--- config.mk ---
export PLATFORM = sky130hd
export DESIGN_NAME = gcd_job_scheduler
export DESIGN_NICKNAME = d
export VERILOG_FILES = /design/src/rtl/gcd_pkg.sv /design/src/rtl/gcd_watchdog.sv /design/src/rtl/gcd_job_scheduler.sv
export SDC_FILE = /design/constraint.sdc
export NUM_CORES = 1
export LEC_CHECK = 0
export ABC_CLOCK_PERIOD_IN_PS = 1800
export CAP_MARGIN = 20
export CORE_ASPECT_RATIO = 1.4
export CORE_MARGIN = 3
export CORE_UTILIZATION = 30
export DETAILED_ROUTE_END_ITERATION = 8
export GPL_TIMING_DRIVEN = 0
export PLACE_DENSITY = 0.58
export SYNTH_ARGS = -nofsm -noshare
export SYNTH_HDL_FRONTEND = slang
export SYNTH_SLANG_ARGS = --single-unit
--- constraint.sdc ---
create_clock -name clk -period 1.8 [get_ports clk]
set_input_delay 0.36 -clock clk [delete_from_list [all_inputs] [get_ports clk]]
set_output_delay 0.36 -clock clk [all_outputs]
set_load 0.05 [all_outputs]
--- src/rtl/gcd_pkg.sv ---
// gcd_pkg
//   Shared definitions for the GCD job scheduler slice.
//   - gcd_state_e       : scheduler FSM encoding (3 bits)
//   - GCD_WIDTH_DEFAULT : default operand/result width
//   - gcd_has_zero      : true when either operand is zero (bypass condition)
package gcd_pkg;

  localparam int GCD_WIDTH_DEFAULT = 16;

  typedef enum logic [2:0] {
    IDLE  = 3'd0,
    START = 3'd1,
    LOADA = 3'd2,
    LOADB = 3'd3,
    WAIT  = 3'd4,
    CLEAR = 3'd5
  } gcd_state_e;

  // Zero operands must never reach the core: its subtract loop never ends.
  function automatic logic gcd_has_zero(input logic [GCD_WIDTH_DEFAULT-1:0] a,
                                        input logic [GCD_WIDTH_DEFAULT-1:0] b);
    return (a == '0) || (b == '0);
  endfunction

endpackage

--- src/rtl/gcd_watchdog.sv ---
// gcd_watchdog
//   Loadable down-counter with an expire flag. Only built when the macro
//   GCD_TIMEOUT_EN is defined; the default build has no watchdog at all.
// Ports:
//   clk, reset      : clock, asynchronous active-high reset
//   load_i          : load cnt with load_val_i (takes priority over dec_i)
//   load_val_i      : value loaded on load_i
//   dec_i           : decrement by one, saturating at zero
//   expired_o       : counter is zero
`ifdef GCD_TIMEOUT_EN
module gcd_watchdog #(
  parameter int CW = 11
) (
  input  logic          clk,
  input  logic          reset,
  input  logic          load_i,
  input  logic [CW-1:0] load_val_i,
  input  logic          dec_i,
  output logic          expired_o
);

  logic [CW-1:0] cnt_q, cnt_d;

  always_comb begin
    cnt_d = cnt_q;
    if (load_i) begin
      cnt_d = load_val_i;
    end else if (dec_i && (cnt_q != '0)) begin
      cnt_d = cnt_q - 1'b1;
    end
  end

  always_ff @(posedge clk or posedge reset) begin
    if (reset) begin
      cnt_q <= '0;
    end else begin
      cnt_q <= cnt_d;
    end
  end

  assign expired_o = (cnt_q == '0);

endmodule
`endif

--- src/rtl/gcd_job_scheduler.sv ---
// gcd_job_scheduler
//   Upstream sequencer for the GCD core. Accepts operand pairs on a
//   valid/ready stream, drives the core's start / A-load / B-load cycles,
//   captures the result into a one-entry output register and clears the
//   core between jobs. Pairs with a zero operand bypass the core.
//   Optional watchdog: define GCD_TIMEOUT_EN to abort a job that stays in
//   WAIT for TIMEOUT cycles (out_err=1, out_gcd=0).
//
// Handshake: a transfer happens on a rising edge where valid && ready are
//   both high; the producer holds data stable while valid && !ready, and
//   ready never depends combinationally on valid.
//
// Ports:
//   clk, reset          : clock, asynchronous active-high reset
//   in_valid/in_ready   : operand stream handshake; in_a, in_b operands
//   out_valid/out_ready : result register handshake
//   out_gcd, out_zero, out_err : result, both-zero flag, watchdog abort flag
//   core_start          : one-cycle start pulse to the core
//   core_din            : operand bus (A during LOADA, B from LOADB onward)
//   core_clear          : registered core reset (high in reset and CLEAR)
//   core_done, core_result : core status and its A register
//   dbg_state           : current FSM state for observation
module gcd_job_scheduler
  import gcd_pkg::*;
#(
  parameter int WIDTH   = GCD_WIDTH_DEFAULT,
  parameter int TIMEOUT = 1024
) (
  input  logic             clk,
  input  logic             reset,
  input  logic             in_valid,
  output logic             in_ready,
  input  logic [WIDTH-1:0] in_a,
  input  logic [WIDTH-1:0] in_b,
  output logic             out_valid,
  input  logic             out_ready,
  output logic [WIDTH-1:0] out_gcd,
  output logic             out_zero,
  output logic             out_err,
  output logic             core_start,
  output logic [WIDTH-1:0] core_din,
  output logic             core_clear,
  input  logic             core_done,
  input  logic [WIDTH-1:0] core_result,
  output gcd_state_e       dbg_state
);

  gcd_state_e       state_q, state_d;
  logic [WIDTH-1:0] a_q, a_d, b_q, b_d;
  logic             out_valid_q, out_valid_d;
  logic [WIDTH-1:0] out_gcd_q, out_gcd_d;
  logic             out_zero_q, out_zero_d;
  logic             out_err_q, out_err_d;
  logic             core_clear_q;
  logic             accept;
  logic             in_zero;
  logic             wd_expired;

  // A pending result blocks acceptance, so a drain and a new accept never
  // share an edge.
  assign in_ready = (state_q == IDLE) && !out_valid_q && !reset;
  assign accept   = in_valid && in_ready;
  assign in_zero  = (in_a == '0) || (in_b == '0);

`ifdef GCD_TIMEOUT_EN
  localparam int CW = $clog2(TIMEOUT + 1);
  logic wd_zero;

  // Loaded in LOADB so the first WAIT cycle sees TIMEOUT-1; expiry then
  // lands on the TIMEOUT-th edge spent in WAIT.
  gcd_watchdog #(.CW(CW)) u_watchdog (
    .clk        (clk),
    .reset      (reset),
    .load_i     (state_q == LOADB),
    .load_val_i (CW'(TIMEOUT - 1)),
    .dec_i      (state_q == WAIT),
    .expired_o  (wd_zero)
  );
  assign wd_expired = (state_q == WAIT) && wd_zero;
`else
  logic unused_timeout;
  assign unused_timeout = (TIMEOUT != 0);
  assign wd_expired     = 1'b0;
`endif

  // State register and datapath registers.
  always_ff @(posedge clk or posedge reset) begin
    if (reset) begin
      state_q      <= IDLE;
      a_q          <= '0;
      b_q          <= '0;
      out_valid_q  <= 1'b0;
      out_gcd_q    <= '0;
      out_zero_q   <= 1'b0;
      out_err_q    <= 1'b0;
      core_clear_q <= 1'b1;
    end else begin
      state_q      <= state_d;
      a_q          <= a_d;
      b_q          <= b_d;
      out_valid_q  <= out_valid_d;
      out_gcd_q    <= out_gcd_d;
      out_zero_q   <= out_zero_d;
      out_err_q    <= out_err_d;
      core_clear_q <= (state_d == CLEAR);
    end
  end

  // Next-state logic.
  always_comb begin
    state_d = state_q;
    case (state_q)
      IDLE:  if (accept && !in_zero) state_d = START;
      START: state_d = LOADA;
      LOADA: state_d = LOADB;
      LOADB: state_d = WAIT;
      WAIT:  if (core_done || wd_expired) state_d = CLEAR;
      CLEAR: state_d = IDLE;
      default: state_d = IDLE;
    endcase
  end

  // Operand capture and result register.
  always_comb begin
    a_d         = a_q;
    b_d         = b_q;
    out_valid_d = out_valid_q;
    out_gcd_d   = out_gcd_q;
    out_zero_d  = out_zero_q;
    out_err_d   = out_err_q;

    if (accept) begin
      a_d = in_a;
      b_d = in_b;
    end

    if (out_valid_q && out_ready) begin
      out_valid_d = 1'b0;
      out_zero_d  = 1'b0;
      out_err_d   = 1'b0;
    end

    // Bypass: the OR of the operands is the nonzero one, or 0 if both are.
    if (accept && in_zero) begin
      out_valid_d = 1'b1;
      out_gcd_d   = in_a | in_b;
      out_zero_d  = (in_a == '0) && (in_b == '0);
      out_err_d   = 1'b0;
    end

    if ((state_q == WAIT) && core_done) begin
      out_valid_d = 1'b1;
      out_gcd_d   = core_result;
      out_zero_d  = 1'b0;
      out_err_d   = 1'b0;
    end else if (wd_expired) begin
      out_valid_d = 1'b1;
      out_gcd_d   = '0;
      out_zero_d  = 1'b0;
      out_err_d   = 1'b1;
    end
  end

  // Core-facing outputs decoded from state.
  always_comb begin
    core_start = (state_q == START);
    core_din   = '0;
    case (state_q)
      LOADA:      core_din = a_q;
      LOADB, WAIT: core_din = b_q;
      default:    core_din = '0;
    endcase
  end

  assign out_valid  = out_valid_q;
  assign out_gcd    = out_gcd_q;
  assign out_zero   = out_zero_q;
  assign out_err    = out_err_q;
  assign core_clear = core_clear_q;
  assign dbg_state  = state_q;

endmodule

### Word level (Yosys, flattened, before mapping)

Index checks and enable logic that the tools add are counted.

| word-level totals | value |
|---|---|
| word-level logic and storage cells | 45 |
| bits of input ports | 53 |
| flip-flop bits (word level) | 55 |
| output and inout port bits | 41 |

| operators by class | value |
|---|---|
| equal/unequal tests | 5 |
| muxes and demuxes | 13 |
| bitwise logic cells | 1 |
| reductions and logical operators | 18 |

Operators by type and width:

| cell | number |
|---|---|
| zero test 16 bit | 2 |
| two-way mux 16 bit | 2 |
| one-hot mux 16 bit (2 select lines) | 1 |
| OR 16 bit | 1 |
| one-hot mux 3 bit (5 select lines) | 1 |
| logical AND 1 bit | 8 |
| two-way mux 1 bit | 7 |
| == test 3 x 2 -> 1 bit, second input constant | 2 |
| == test 3 bit, second input constant | 2 |
| two-way mux 3 bit | 2 |
| == test 3 x 1 -> 1 bit, second input constant | 1 |
| zero test 1 bit | 3 |
| zero test 3 bit | 1 |
| nonzero test 3 bit | 1 |
| nonzero test 2 bit | 1 |
| OR reduction 2 bit | 1 |
| logical OR 1 bit | 1 |

### Depth between registers and ports, before layout

Gate-level depths: netlist of run 1.

| depth | value |
|---|---|
| word-level depth | 8 |
| gate-level depth with buffers | 8 |
| mapped depth without buffers | 5 |

### Worst setup path before layout of run 1

No wires, ideal clock.

| path | value |
|---|---|
| kind | flip-flop to output port |
| start point | reg state_q[1] (netlist: dbg_state[1]) |
| end point | out core_start |
| data arrival time | 1974 ps |
| cell stages (with the launch flop) | 3 |
| path slack | -534 ps |
| cells stage by stage | dfrtp_1 -> buf_6 -> nor3b_1 |

| between the ends | value |
|---|---|
| longest elaborated chain between the ends | 1 |

Ends and longest elaborated chain:

| what | line | text |
|---|---|---|
| from (decl) | gcd_job_scheduler.sv:48 | `gcd_state_e state_q, state_d;` |
| from (signal assigned) | gcd_job_scheduler.sv:98 | `state_q <= state_d;` |
| == test 3 x 1 -> 1 bit | gcd_job_scheduler.sv:166 | `core_start = (state_q == START);` |
| to (decl) | gcd_job_scheduler.sv:40 | `output logic core_start,` |

No other way between the ends.

### Final worst setup path of run 1

| path | value |
|---|---|
| start point | reg state_q[2] (netlist: dbg_state[2]) |
| end point | out core_din[10] |

| between the ends | value |
|---|---|
| longest elaborated chain between the ends | 3 |

Ends and longest elaborated chain:

| what | line | text |
|---|---|---|
| == test 3 bit or == test 3 x 2 -> 1 bit (tied branches) | gcd_job_scheduler.sv:168 | `case (state_q)` |
| OR reduction 2 bit | gcd_job_scheduler.sv:168 |  |
| one-hot mux 16 bit (2 select lines) (*) | gcd_job_scheduler.sv:168 |  |
| to (decl) | gcd_job_scheduler.sv:41 | `output logic [WIDTH-1:0] core_din,` |

Mark *: on every way between the ends. The rest lies on a longest branch, timed or not.

==> key figures, run 1 <==
Power
  • Total power: 7.54 mW
  • Worst IR Drop VDD: 0.755 mV
  • Leakage power: 1.92 nW
  • Pwr/cell area: between 1500 and 2000 nW/um^2

Timing
  • RSZ-0062 raised after global routing: true
  • Final setup vio count: 19
  • Final worst path period share: 1.11
  • Max Fclk: 499 MHz
  • Skew final: approximately 0.0036 ns
  • Fin. max-slew vios: 0
  • WHS: 0.428 ns
  • Min Tclk post-route: 2.00 ns
  • Hold Violations, Final: 0
  • Slew @ Worst Pin: 0.564 ns
  • Setup_tns: -2.87 ns
  • Worst relative slew slack: 0.623
  • Fin worst setup slack: -0.204 ns

Drt
  • Routed wire length: 7950 um
  • Wire per inst: 18.4 um
  • First DRT Iteration DRCs: 97
  • Vias: between 2,000 and 2,500
  • Via density per instance: 4.90
  • DRC violations left: 0
  • First-pass DRT Iterations: 4
  • Final ANT Viol Nets: 0

Die
  • Core area: 8250 um^2
  • Die Height: ~120 um
  • Die area: roughly 9700 um^2
  • Ports: 94
  • Initial Util: 0.311
  • Die width: 84.1 um
  • Row count: 39

Setup path
  • Startpoint class of the critical path: register
  • WS Path Type: register to output pin
  • Critical Path, Cell by Cell: nor2_4 > and2_4 > buf_6 > clkbuf_16 > a22o_4 > buf_8
  • R2R Setup Slk: 0.01 ns
  • Worst r2r path cells: 7
  • Peak per-stage delay on the critical path: around 0.45 ns
  • Cell family with most CP delay: flip-flops
  • Crit-path slowest cell: dfrtp_2
  • Worst Setup SP: dbg_state[2]
  • Worst Path Required: 1.44 ns
  • Crit path DAT: 1.64 ns
  • Worst flop-to-flop path startpoint: dbg_state[1]
  • Levels on crit path: 6
  • Worst Path Buf+Inv: 3
  • Critical path peak fanout: 5
  • Critical Path Sink Type: output pin

Synthesis
  • Post-Syn Area per Cell: 12.1 um^2
  • Yosys warning count: 0
  • Synthesized Nets: 265
  • Synthesized cell area: 2560 um^2
  • Synth Register Bits: 54
  • Seq/Total Area, Yosys: 0.528
  • Post-Syn Instances: 212
  • Library cells used by synthesis: 32

Final layout
  • Commonest non-fill, non-tap cell in the layout: dfrtp_1
  • # diodes: 0
  • Layout cells sized above 1: 0.405
  • Most frequent cells in the layout: dfrtp_1 (50), dlygate4sd2_1 (48), mux2_2 (32), clkdlybuf4s50_1 (22), nand2_1 (19)
  • Fill cell count: 770
  • Layout area overhead: 61.8%
  • Nets: 383

Place
  • GP Congestion: 0.800
  • DP HPWL: 5780 um
  • # port buffers: around 90

Global routing
  • Remaining global-route overflow: 0
  • Largest net degree at the start of global routing: 31
  • Wire length of the first global-routing pass: 12,500 um
  • Vias in the first global route: 2,295
  • Tot GR Track Use: 0.169
  • Initial antenna violation count: 0

Min path
  • HP Start: in_b[2]
  • Hold depth: 2
  • Hold Crit Class: input port to register

Clock tree
  • Cts hold-fix bufs: 0
  • Clk slew on worst S/H paths: roughly 0.07 ns
  • TritonCTS Sinks: 54
  • Clk_lat worst skew: just under 0.3 ns
  • Clock Tree Buf Depth: 2
  • Deepest level of the CTS H-tree: 2
  • CTS Buf Count: 5
  • CTS tree: yes
  • CTS Root Cell: clkbuf_16

Run status
  • Status: finished, violations left
  • Failing checks: setup timing

Job
  • Count of max-cap constraint violations: 0
-- area by class of cell --
cell class	count	area [um^2]	share of cell area
plain buffers	11	115	0.0278
clock buffers	7	143	0.0344
clock inverters	1	5.00	0.00121
inverters	18	67.6	0.0163
multi-input cells	128	1220	0.294
flip-flops and latches	54	1360	0.327
well taps	102	128	0.0308
repair buffers	112	1110	0.268
-- final timing paths --
kind	to
max in group asynchronous	core_clear
min	b_q[2]
min in group asynchronous	dbg_state[1]
min reg2reg	b_q[11]
max	core_din[10]
max reg2reg	out_gcd[6]
-- report_power, final --
part / switching, mW / internal, mW
Clock: 0.430 / 0.553
Sequential: 0.382 / 1.81
Combinational: 2.50 / 1.86
-- registers in the layout (all words and copies together), names as in the netlist --
signal / flops
b_q: 16
out_zero: 1
dbg_state: 3
a_q: 16
out_valid: 1
out_gcd: 16
core_clear: 1
-- what timing repair did --
action | in CTS | in global routing
gates cloned | 3 | 0
hold endpoints to repair | 0 | 0
pin swaps | 13 | 8
setup endpoints to repair | 58 | 36
resized for setup | 185 | 9
setup buffers | 15 | 1
-- per-stage QoR --
stage          instance area (um^2)  utilization  std cells  setup WS, ns
4_1_cts                        4110        0.498        433        -0.221
3_3_place_gp                   3730        0.452        406         -1.23
6_report                       4140        0.503        433        -0.204
2_1_floorplan                  2680            -        212       0.00354
5_1_grt                        4140        0.503        433        -0.252
3_5_place_dp                   3750        0.455        407        -0.748
-- Yosys cell counts, drive strengths merged --
cell type,count,area [um^2]
clkbuf,1,3.75
o221ai,16,190
o21ai,3,15.0
dfstp,1,26.3
nand4,2,12.5
conb,1,3.75
or2,1,6.26
nand3,1,10.0
and2,2,12.5
nand3b,1,7.51
nand2b,2,15.0
nor3,1,16.3
nand2,19,71.3
nor3b,2,26.3
inv,18,67.6
buf,11,85.1
dfrtp,53,1330
mux2,32,360
a22o,16,140
nor4,8,68.8
a21o,2,22.5
nor2,18,67.6
or3,1,6.26
-- kinds of logic (layout without fill, tap and decap cells) --
kind of cell / Yosys count / after routing / synth area share
mux: 32 / 32 / 0.141
buf+inv: 30 / 149 / 0.0611
simple gates: 58 / 58 / 0.125
compound gates: 37 / 37 / 0.144
flops: 54 / 54 / 0.528
other cells: 1 / 1 / 0.00146
-- routing by layer --
layer	track usage	routed length [um]
met5	0	0
met4	0.0601	163
met3	0.0351	392
met2	0.295	4030
met1	0.208	3370
No activity file was read; power rests on OpenSTA's default activity.
==> run 2, diff against run 1 <==
--- a/config.mk
+++ b/config.mk
@@ -5,7 +5,7 @@
 export SDC_FILE = /design/constraint.sdc
 export NUM_CORES = 1
 export LEC_CHECK = 0
-export ABC_CLOCK_PERIOD_IN_PS = 1800
+export ABC_CLOCK_PERIOD_IN_PS = 2480
 export CAP_MARGIN = 20
 export CORE_ASPECT_RATIO = 1.4
 export CORE_MARGIN = 3
==> constraint.sdc (replaced) <==
create_clock -name clk -period 2.48 [get_ports clk]
set_input_delay 0.496 -clock clk [delete_from_list [all_inputs] [get_ports clk]]
set_output_delay 0.496 -clock clk [all_outputs]
set_load 0.05 [all_outputs]
==> key figures, run 2 (same netlist as run 1, synthesis figures left out) <==
Power
  • Worst IR Drop VDD: 0.675 mV
  • Leakage power: 1.63 nW
  • Pwr/cell area: approximately 1400 nW/um^2
  • Total power: slightly above 5 mW

Drt
  • DRC violations left: 0
  • WL met2: 3670 um
  • Via density per instance: about 4.9
  • Wire per inst: 17.6 um
  • Met1 wire length: about 3300 um
  • Routed wire length: 7320 um
  • DR top layer: met4
  • First-pass DRT Iterations: 4
  • First DRT Iteration DRCs: roughly 120
  • Vias: slightly above 2,000
  • DR WL met3: 305 um
  • Final ANT Viol Nets: 0

Run status
  • Status: finished clean

Timing
  • RSZ-0062 raised after global routing: false
  • Min Tclk post-route: between 2 and 2.5 ns
  • Setup_tns: 0 ns
  • Slew @ Worst Pin: 0.536 ns
  • Fin. max-slew vios: 0
  • Hold Violations, Final: 0
  • Worst relative slew slack: 0.642
  • Skew final: 0.0103 ns
  • Final worst path period share: 0.937
  • WHS: 0.508 ns
  • Max Fclk: approximately 430 MHz
  • Final setup vio count: 0

Clock tree
  • CTS Root Cell: clkbuf_16
  • CTS Buf Count: 5
  • Clock Tree Buf Depth: 2
  • Clk slew on worst S/H paths: 0.07 ns
  • Deepest level of the CTS H-tree: 2
  • CTS tree: yes
  • TritonCTS Sinks: 54
  • Clk_lat worst skew: 0.29 ns

Setup path
  • Crit path DAT: 1.83 ns
  • Critical path peak fanout: 10
  • Worst Path Required: around 2.0 ns
  • Startpoint class of the critical path: register
  • Critical Path Sink Type: output pin
  • WS Path Type: register to output pin

Global routing
  • Tot GR Track Use: 0.155
  • Wire length of the first global-routing pass: 11,600 um
  • Vias in the first global route: between 2,000 and 2,500
  • Largest net degree at the start of global routing: 35
  • Remaining global-route overflow: 0
  • Initial antenna violation count: 0

Die
  • Initial Util: 0.311
  • Die area: a little under 10,000 um^2
  • Die width: 84.1 um
  • Row count: 39
  • Ports: 94
  • Die Height: 115 um
  • Core area: between 8000 and 9000 um^2

Final layout
  • # diodes: 0
  • Layout cells sized above 1: 0.290
  • Layout area overhead: 47.2%
  • Commonest non-fill, non-tap cell in the layout: clkdlybuf4s50_1
  • Final core utilization: 0.457
  • Layout Cells excl Fill: 416
  • Nets: 366
  • Most frequent cells in the layout: clkdlybuf4s50_1 (74), dfrtp_1 (53), mux2_2 (32), nand2_1 (19)

Place
  • # port buffers: 92
  • GP Congestion: 0.819
  • Placed Cells: 407
  • DP HPWL: 5640 um

Job
  • Count of max-cap constraint violations: 0

Min path
  • Hold Crit Class: register to register
-- run 2: worst paths after layout --
check	start	endpoint	slack (ns)	cells past startpoint
max	dbg_state[0]	core_din[10]	0.16	6
min	a_q[1]	a_q[1]	0.51	1
max reg2reg	dbg_state[0]	out_gcd[1]	0.61	6
min reg2reg	a_q[1]	a_q[1]	0.51	1
max in group asynchronous	reset	a_q[7]	1.30	3
min in group asynchronous	reset	b_q[8]	0.64	2
-- run 2: layout make-up --
type | count | area, um^2
well taps | 102 | 128
fillers | 795 | 4480
repair buffers | 94 | 892
multi-input cells | 128 | 1070
flip-flops and latches | 54 | 1350
plain buffers | 12 | 98.8
inverters | 18 | 67.6
clock buffers | 8 | 166
-- run 2: report_power, final --
group | switching, mW | total (mW) | leakage, nW | internal [mW]
sequential | 0.226 | 1.54 | 0.648 | 1.31
clock | 0.309 | 0.767 | 0.0832 | 0.458
combinational | 1.74 | 2.83 | 0.898 | 1.09
-- run 2: worst max-delay path: stages (launching register included) --
cell and delay (ns):
dfrtp_1 0.43, nor2_2 0.18, and2_1 0.14, buf_2 0.21, buf_6 0.18, a22o_1 0.17
clkbuf_4 0.23
-- run 2: what timing repair did --
item                       in CTS  in global routing
gates resized for setup        62                 23
buffers inserted                0                  1
hold buffers                    0                  0
setup endpoints to repair      17                 17
-- run 2: stage by stage --
step	area (um^2)	setup WS [ns]
floorplan	2560	0.0101
global placement	3610	-0.574
detailed placement	3630	-0.574
CTS	3770	0.00366
global route	3770	0.0328
finish	3770	0.156
-- run 2: layer usage --
layer	up-vias	track usage
met2	68	0.257
met4	0	0.0354
li1	957	-
met1	1013	0.213
met5	-	0
met3	5	0.0272
